## config.mk

```make
export PLATFORM = sky130hd
export DESIGN_NAME = rf_write_arbiter_flat
export DESIGN_NICKNAME = d
export VERILOG_FILES = /design/src/rtl/rf_write_arbiter_if.sv /design/src/rtl/rf_write_arbiter.sv /design/src/flat_wrapper.sv
export SDC_FILE = /design/constraint.sdc
export NUM_CORES = 1
export LEC_CHECK = 0
export BUFFER_PORTS_ARGS = -buffer_cell sky130_fd_sc_hd__buf_2
export CAP_MARGIN = 0
export CORE_MARGIN = 2
export CORE_UTILIZATION = 51
export DETAILED_ROUTE_END_ITERATION = 16
export GPL_TIMING_DRIVEN = 0
export PLACE_DENSITY = 0.8
export SYNTH_ARGS = -nofsm -noshare
export SYNTH_HDL_FRONTEND = slang
export SYNTH_SLANG_ARGS = --single-unit
```

## constraint.sdc

```tcl
create_clock -name clk -period 2.48 [get_ports clk]
set_clock_uncertainty 0.15 [all_clocks]
set_input_delay 0.248 -clock clk [delete_from_list [all_inputs] [get_ports clk]]
set_output_delay 0.248 -clock clk [all_outputs]
set_load 0.02 [all_outputs]
```

## src/rtl/rf_write_arbiter_if.sv

```systemverilog
// Writeback request channels (ALU and load) plus the register-file write port.
// The arbiter connects through the slave modport; requesters and the register file use master.
interface rf_write_arbiter_if #(
   parameter int DEST_W = 4,
   parameter int DATA_W = 8
);
   logic              alu_valid;
   logic [DEST_W-1:0] alu_dest;
   logic [DATA_W-1:0] alu_data;
   logic              alu_ready;
   logic              mem_valid;
   logic [DEST_W-1:0] mem_dest;
   logic [DATA_W-1:0] mem_data;
   logic              mem_ready;
   logic              RegWrite;
   logic [DEST_W-1:0] destination;
   logic [DATA_W-1:0] write_data;
   logic              init_done;
   logic              bad_dest;

   modport slave (
      input  alu_valid, alu_dest, alu_data,
      input  mem_valid, mem_dest, mem_data,
      output alu_ready, mem_ready,
      output RegWrite, destination, write_data, init_done, bad_dest
   );

   modport master (
      output alu_valid, alu_dest, alu_data,
      output mem_valid, mem_dest, mem_data,
      input  alu_ready, mem_ready,
      input  RegWrite, destination, write_data, init_done, bad_dest
   );
endinterface

```

## src/rtl/rf_write_arbiter.sv

```systemverilog
// Owns the register-file write port: zero-fills every register after reset, then
// round-robins the port between ALU and load writebacks with one-cycle latency.
module rf_write_arbiter #(
   parameter int                NUM_REGS   = 12,
   parameter int                DEST_W     = 4,
   parameter int                DATA_W     = 8,
   parameter logic [DATA_W-1:0] INIT_VALUE = 8'h00
) (
   input logic               clk,
   input logic               reset,
   rf_write_arbiter_if.slave bus
);
   localparam logic [0:0]        ST_INIT   = 1'b0;
   localparam logic [0:0]        ST_RUN    = 1'b1;
   localparam logic [DEST_W-1:0] LAST_IDX  = DEST_W'(NUM_REGS - 1);
   localparam logic [DEST_W:0]   REG_LIMIT = (DEST_W + 1)'(NUM_REGS);

   logic [0:0]        state_q,    state_d;
   logic [DEST_W-1:0] initCnt_q,  initCnt_d;
   logic              rrPtr_q,    rrPtr_d;
   logic              regWrite_q, regWrite_d;
   logic [DEST_W-1:0] dest_q,     dest_d;
   logic [DATA_W-1:0] data_q,     data_d;
   logic              initDone_q, initDone_d;
   logic              badDest_q,  badDest_d;

   logic              grantAlu;
   logic              grantMem;
   logic [DEST_W-1:0] selDest;
   logic [DATA_W-1:0] selData;

   // A lone requester always wins; on a tie rrPtr_q picks (0 favours the ALU).
   always_comb begin
      grantAlu = 1'b0;
      grantMem = 1'b0;
      if (state_q == ST_RUN) begin
         grantAlu = bus.alu_valid && (!bus.mem_valid || !rrPtr_q);
         grantMem = bus.mem_valid && (!bus.alu_valid ||  rrPtr_q);
      end
   end

   assign bus.alu_ready = grantAlu;
   assign bus.mem_ready = grantMem;
   assign selDest       = grantAlu ? bus.alu_dest : bus.mem_dest;
   assign selData       = grantAlu ? bus.alu_data : bus.mem_data;

   always_comb begin
      state_d    = state_q;
      initCnt_d  = initCnt_q;
      rrPtr_d    = rrPtr_q;
      regWrite_d = 1'b0;
      dest_d     = dest_q;
      data_d     = data_q;
      initDone_d = initDone_q;
      badDest_d  = 1'b0;
      case (state_q)
         ST_INIT: begin
            regWrite_d = 1'b1;
            dest_d     = initCnt_q;
            data_d     = INIT_VALUE;
            initCnt_d  = initCnt_q + 1'b1;
            if (initCnt_q == LAST_IDX) begin
               state_d    = ST_RUN;
               initDone_d = 1'b1;
            end
         end
         default: begin
            // Out-of-range destinations still complete the handshake but never reach the port.
            if (grantAlu || grantMem) begin
               rrPtr_d = grantAlu;
               if ({1'b0, selDest} < REG_LIMIT) begin
                  regWrite_d = 1'b1;
                  dest_d     = selDest;
                  data_d     = selData;
               end else begin
                  badDest_d = 1'b1;
               end
            end
         end
      endcase
   end

   always_ff @(posedge clk) begin
      if (reset) begin
         state_q    <= ST_INIT;
         initCnt_q  <= '0;
         rrPtr_q    <= 1'b0;
         regWrite_q <= 1'b0;
         dest_q     <= '0;
         data_q     <= '0;
         initDone_q <= 1'b0;
         badDest_q  <= 1'b0;
      end else begin
         state_q    <= state_d;
         initCnt_q  <= initCnt_d;
         rrPtr_q    <= rrPtr_d;
         regWrite_q <= regWrite_d;
         dest_q     <= dest_d;
         data_q     <= data_d;
         initDone_q <= initDone_d;
         badDest_q  <= badDest_d;
      end
   end

   assign bus.RegWrite    = regWrite_q;
   assign bus.destination = dest_q;
   assign bus.write_data  = data_q;
   assign bus.init_done   = initDone_q;
   assign bus.bad_dest    = badDest_q;
endmodule

```

## src/flat_wrapper.sv

```systemverilog
// flat-port wrapper written by rule: the top's interface ports become plain ports
module rf_write_arbiter_flat 
#(
   parameter int                NUM_REGS   = 12,
   parameter int                DEST_W     = 4,
   parameter int                DATA_W     = 8,
   parameter logic [DATA_W-1:0] INIT_VALUE = 8'h00
)
  (clk, reset, bus_alu_valid, bus_alu_dest, bus_alu_data, bus_mem_valid, bus_mem_dest, bus_mem_data, bus_alu_ready, bus_mem_ready, bus_RegWrite, bus_destination, bus_write_data, bus_init_done, bus_bad_dest);
  rf_write_arbiter_if #(.DEST_W(DEST_W), .DATA_W(DATA_W)) bus_i ();
  input logic clk;
  input logic reset;
  input wire logic [$bits(bus_i.alu_valid)-1:0] bus_alu_valid;
  input wire logic [$bits(bus_i.alu_dest)-1:0] bus_alu_dest;
  input wire logic [$bits(bus_i.alu_data)-1:0] bus_alu_data;
  input wire logic [$bits(bus_i.mem_valid)-1:0] bus_mem_valid;
  input wire logic [$bits(bus_i.mem_dest)-1:0] bus_mem_dest;
  input wire logic [$bits(bus_i.mem_data)-1:0] bus_mem_data;
  output wire logic [$bits(bus_i.alu_ready)-1:0] bus_alu_ready;
  output wire logic [$bits(bus_i.mem_ready)-1:0] bus_mem_ready;
  output wire logic [$bits(bus_i.RegWrite)-1:0] bus_RegWrite;
  output wire logic [$bits(bus_i.destination)-1:0] bus_destination;
  output wire logic [$bits(bus_i.write_data)-1:0] bus_write_data;
  output wire logic [$bits(bus_i.init_done)-1:0] bus_init_done;
  output wire logic [$bits(bus_i.bad_dest)-1:0] bus_bad_dest;
  assign bus_i.alu_valid = bus_alu_valid;
  assign bus_i.alu_dest = bus_alu_dest;
  assign bus_i.alu_data = bus_alu_data;
  assign bus_i.mem_valid = bus_mem_valid;
  assign bus_i.mem_dest = bus_mem_dest;
  assign bus_i.mem_data = bus_mem_data;
  assign bus_alu_ready = bus_i.alu_ready;
  assign bus_mem_ready = bus_i.mem_ready;
  assign bus_RegWrite = bus_i.RegWrite;
  assign bus_destination = bus_i.destination;
  assign bus_write_data = bus_i.write_data;
  assign bus_init_done = bus_i.init_done;
  assign bus_bad_dest = bus_i.bad_dest;
  rf_write_arbiter #(.NUM_REGS(NUM_REGS), .DEST_W(DEST_W), .DATA_W(DATA_W), .INIT_VALUE(INIT_VALUE)) u_core (.clk(clk), .reset(reset), .bus(bus_i));
endmodule
```

## Word level (Yosys, flattened, before mapping)

Cells that the tools add are included.

| storage, ports and cells | value |
|---|---|
| input port bits | 28 |
| output and inout bits | 17 |
| register bits after elaboration | 21 |

| operators by class | value |
|---|---|
| equal/unequal tests | 3 |
| muxes and demuxes | 13 |
| reductions and logical operators | 14 |
| bitwise logic cells | 2 |
| add/sub/neg operators | 1 |
| magnitude comparators | 1 |

Operator list:

| operator | number |
|---|---|
| $mux W4 | 4 |
| $mux W1 | 8 |
| $mux W8 | 1 |
| $reduce_and A2 Y1 | 4 |
| $add A4 B1 Y4 const B | 1 |
| $eq A4 B4 Y1 const B | 1 |
| $lt A4 B4 Y1 const B | 1 |
| $ne A2 B2 Y1 const B | 2 |
| $logic_not A1 Y1 | 3 |
| $logic_or A1 B1 Y1 | 3 |
| $reduce_or A3 Y1 | 1 |
| $logic_and A1 B1 Y1 | 2 |
| $not A1 Y1 | 2 |
| $reduce_or A2 Y1 | 1 |

## Logic depth before layout (Yosys ltp)

| logic depth | value |
|---|---|
| depth after elaboration | 9 |
| mapped depth | 6 |
| depth with buffers taken out | 4 |

## Worst setup path before layout

OpenSTA, ideal clock, no wires.

| timing path | value |
|---|---|
| kind | register -> output |
| start | register u_core.state_q |
| end | output port bus_mem_ready |
| arrival | 1.141 ns |
| slack | 0.941 ns |
| path buffers | 2 |
| stages on the path, launching flop included | 5 |
| cell sequence | dfxtp_1 > buf_4 > clkbuf_1 > nand2_1 > nor2_1 |

| between the ends | value |
|---|---|
| longest elaborated chain between the ends | 1 |

RTL lines:

| item | line | source |
|---|---|---|
| start: declaration | rf_write_arbiter.sv:18 | `logic [0:0] state_q, state_d;` |
| start signal: assignment | rf_write_arbiter.sv:94 | `state_q <= state_d;` |
| $mux W1 | rf_write_arbiter.sv:36 | `if (state_q == ST_RUN) begin` |
| end: declaration | flat_wrapper.sv:20 | `output wire logic [$bits(bus_i.mem_ready)-1:0] bus_mem_ready;` |

Every way passes these cells.

## Worst setup path after layout

Ends and elaborated chain as after synthesis.

==> results.yml <==
sta:
  setup-tns-final_ns: 0
  hold_viol_final: 0
  max_slew.worst_pin.slew_ns: 0.662
  rsz0062_at_grt: "false"
  setup_viol: 0
  finalCritPeriodShare: 0.837
  period_minus_slack_ns: 2.08
  setup_slack_ns: 0.404
  relSlewSlack: 0.559
  maxSlewViolCount: 0
  max_freq_ghz: 0.482
die:
  die_area_um2: 2570
  coreArea_um2: 2000
  io_pins: 45
  die-height_um: 50.7
  die_w_um: 50.7
  start_util: 0.556
  row_count: 16
grt:
  grt_usage: 0.219
  antenna_found_initial: 0
  grt_max_degree: 12
  grt_pass1_wl_mm: 4.23
  grt_overflow_total: 0
  grt_pass1_vias: 979
min_path:
  worstHoldPathType: "in -> reg"
  whs_endpoint: "u_core.bus.bad_dest"
  hold_depth: 2
  worstHoldStart: "reset"
setup_path:
  rrSetupSlack_ns: 0.65
  path_class: "reg -> out"
  cp-start-kind: "register"
  cp.arrival_ns: 1.68
  crit_path_max_fanout: 10
  worstReg2RegStart: "u_core.state_q"
  r2r-end: "u_core.bus.destination[3]"
  endpoint_kind: "primary output"
  cp.required_ns: 2.08
  ff2ff_path_depth: 5
outcome:
  status: "completed"
logic_synthesis:
  syn_area_um2: 1110
  synth_ff_type: "dfxtp_1"
  synth_edf_count: 0
  ys_types: 33
  seq_area_frac_synth: 0.378
  syn_inst: 111
  synth_nets: 140
  synthArstFlopShare: 0
  avgSynthCellArea_um2: 10.0
  yosysWarningCount: 0
  synth_area_leaders: "dfxtp_1 (38%), mux2i_1 (9.9%), a211oi_2 (9.0%)"
  ys_ff_latch: 21
  yosys.area.top_type_share: 0.378
  yosysTopAreaCell: "dfxtp_1"
clock_network:
  cts_tree: "done"
  ctsResizeCount: 0
  htreeDepth: 1
  path_clk_slew_ns: 0.11
  post_cts_buffers: 0
  cts_sinks: 21
  root_buffer: "clkbuf_4"
  cts-buffers-inserted: 3
  clkLatencyLatePin_ns: 0.30
  cts_hold_buf: 0
  clock_path_buffers: 2
drt:
  vias: 1061
  wl_per_cell_um: 14.1
  drt-pass1-iter-count: 4
  wl_mm: 2.63
  via_per_inst: 5.70
  antenna_left: 0
  drt_iter0_markers: 18
  drc: 0
finish:
  nNetsFinal: 189
  drive_above_1_share: 0.415
  syn_to_final_growth_pct: 25.2
  antenna_cells: 0
place:
  port-buffer-count: 44
  place.gp.congestion: 0.806
  post-dp-hpwl_mm: 2.02
  dp_slack_ns: 0.695
power:
  finalPower_mw: 0.587
  combPwrFrac: 0.123
  p_per_area_nw_per_um2: 421
  switching_share: 0.245
  seqPwrFrac: 0.599
  p_sw_mw: 0.144
  pwr-share-clk: 0.278
  ir_drop_mv: 0.376
  p_int_mw: 0.443
  p_leak_nw: 0.573
run:
  drv_cap: 0
[area by class of cell]
class	instances	area, µm²
well taps	27	33.8
multi-input cells	79	618
clock buffers	4	26.3
inverters	2	7.51
repair buffers	44	220
flip-flops and latches	21	420
plain buffers	9	67.6
fillers	168	608
[stage by stage]
stage	util	cell area [µm²]	hold WS, ns	std cells
CTS	0.696	1390	0.0305	186
global placement	0.683	1370	0.296	182
finish	0.696	1390	0.0387	186
global route	0.696	1390	0.0262	186
floorplan	-	1110	0.176	111
detailed placement	0.683	1370	0.320	182
[synthesized netlist by cell type (2+ instances only)]
cell      instances
nor2b_1           3
clkbuf_1          3
xor2_1            2
inv_1             2
buf_4             2
mux2i_1          11
a311o_1           2
a211oi_2          8
buf_2             2
a21boi_0          2
o311ai_1          2
a31oi_1           9
a211oi_1          2
nor2_1           10
dfxtp_1          21
a21oi_1           4
nand3_1           3
and3_1            2
nand2_1           7
[kinds of logic (layout without fill, tap and decap cells)]
group / Yosys count / in the layout / share of synthesized area
buffers and inverters: 11 / 59 / 0.0674
adder cells (fa/ha/maj): 1 / 1 / 0.0112
flip-flops: 21 / 21 / 0.378
XOR/XNOR: 3 / 3 / 0.0236
AO/OA/AOI/OAI: 36 / 36 / 0.290
AND/OR/NAND/NOR: 28 / 28 / 0.131
multiplexers: 11 / 11 / 0.0989
[power by group through the flow]
stage          logic, mW  clock network [mW]  registers (mW)
6_report          0.0723               0.163           0.351
3_3_place_gp      0.0689                   0           0.358
2_1_floorplan     0.0341                   0           0.361
3_5_place_dp      0.0720                   0           0.359
4_1_cts           0.0725               0.168           0.351
5_1_grt           0.0803               0.182           0.353
[registers in the layout, summed over array words and instances, names as in the netlist]
| name | count |
|---|---|
| u_core.bus.RegWrite | 1 |
| u_core.bus.bad_dest | 1 |
| u_core.bus.destination | 4 |
| u_core.bus.init_done | 1 |
| u_core.bus.write_data | 8 |
| u_core.initCnt_q | 4 |
| u_core.rrPtr_q | 1 |
| u_core.state_q | 1 |
[critical path, cell delays in order, from the launching register on]
cell      delay, ns
dfxtp_1        0.33
buf_4          0.17
clkbuf_1       0.45
nand2_1        0.15
nor2_1         0.11
buf_2          0.17
[worst max path at each step]
stage                    from                   endpoint  slack, ns  cells past startpoint
2_1_floorplan  u_core.state_q              bus_mem_ready       0.94                      4
3_3_place_gp   u_core.state_q  u_core.bus.destination[3]       0.80                      5
3_5_place_dp   u_core.state_q  u_core.bus.destination[3]       0.70                      5
4_1_cts        u_core.state_q              bus_mem_ready       0.42                      5
5_1_grt        u_core.state_q              bus_mem_ready       0.32                      5
6_report       u_core.state_q              bus_mem_ready       0.40                      5
[metal layers]
metal / vias up / track usage / wire length [µm]
li1: 513 / - / -
met1: 495 / 0.261 / 1150
met2: 46 / 0.382 / 1230
met3: 7 / 0.0417 / 194
met4: 0 / 0.0946 / 54
met5: - / 0 / 0
[placed cells by master (no fill, tap or decap)]
cell type,instances
a211oi_1,2
a211oi_2,8
a21boi_0,2
a21boi_4,1
a21o_4,1
a21oi_1,4
a221oi_1,1
a22oi_1,1
a311o_1,2
a31oi_1,9
and2_4,1
and3_1,2
buf_12,1
buf_2,46
buf_4,2
buf_6,1
clkbuf_1,4
clkbuf_4,3
dfxtp_1,21
ha_1,1
inv_1,2
mux2i_1,11
nand2_1,7
nand3_1,3
nand4_1,1
nand4_4,1
nor2_1,10
nor2b_1,3
o21ai_0,1
o311ai_1,2
o31ai_1,1
o32ai_2,1
xnor2_1,1
xor2_1,2
(Power assumes the default switching activity.)
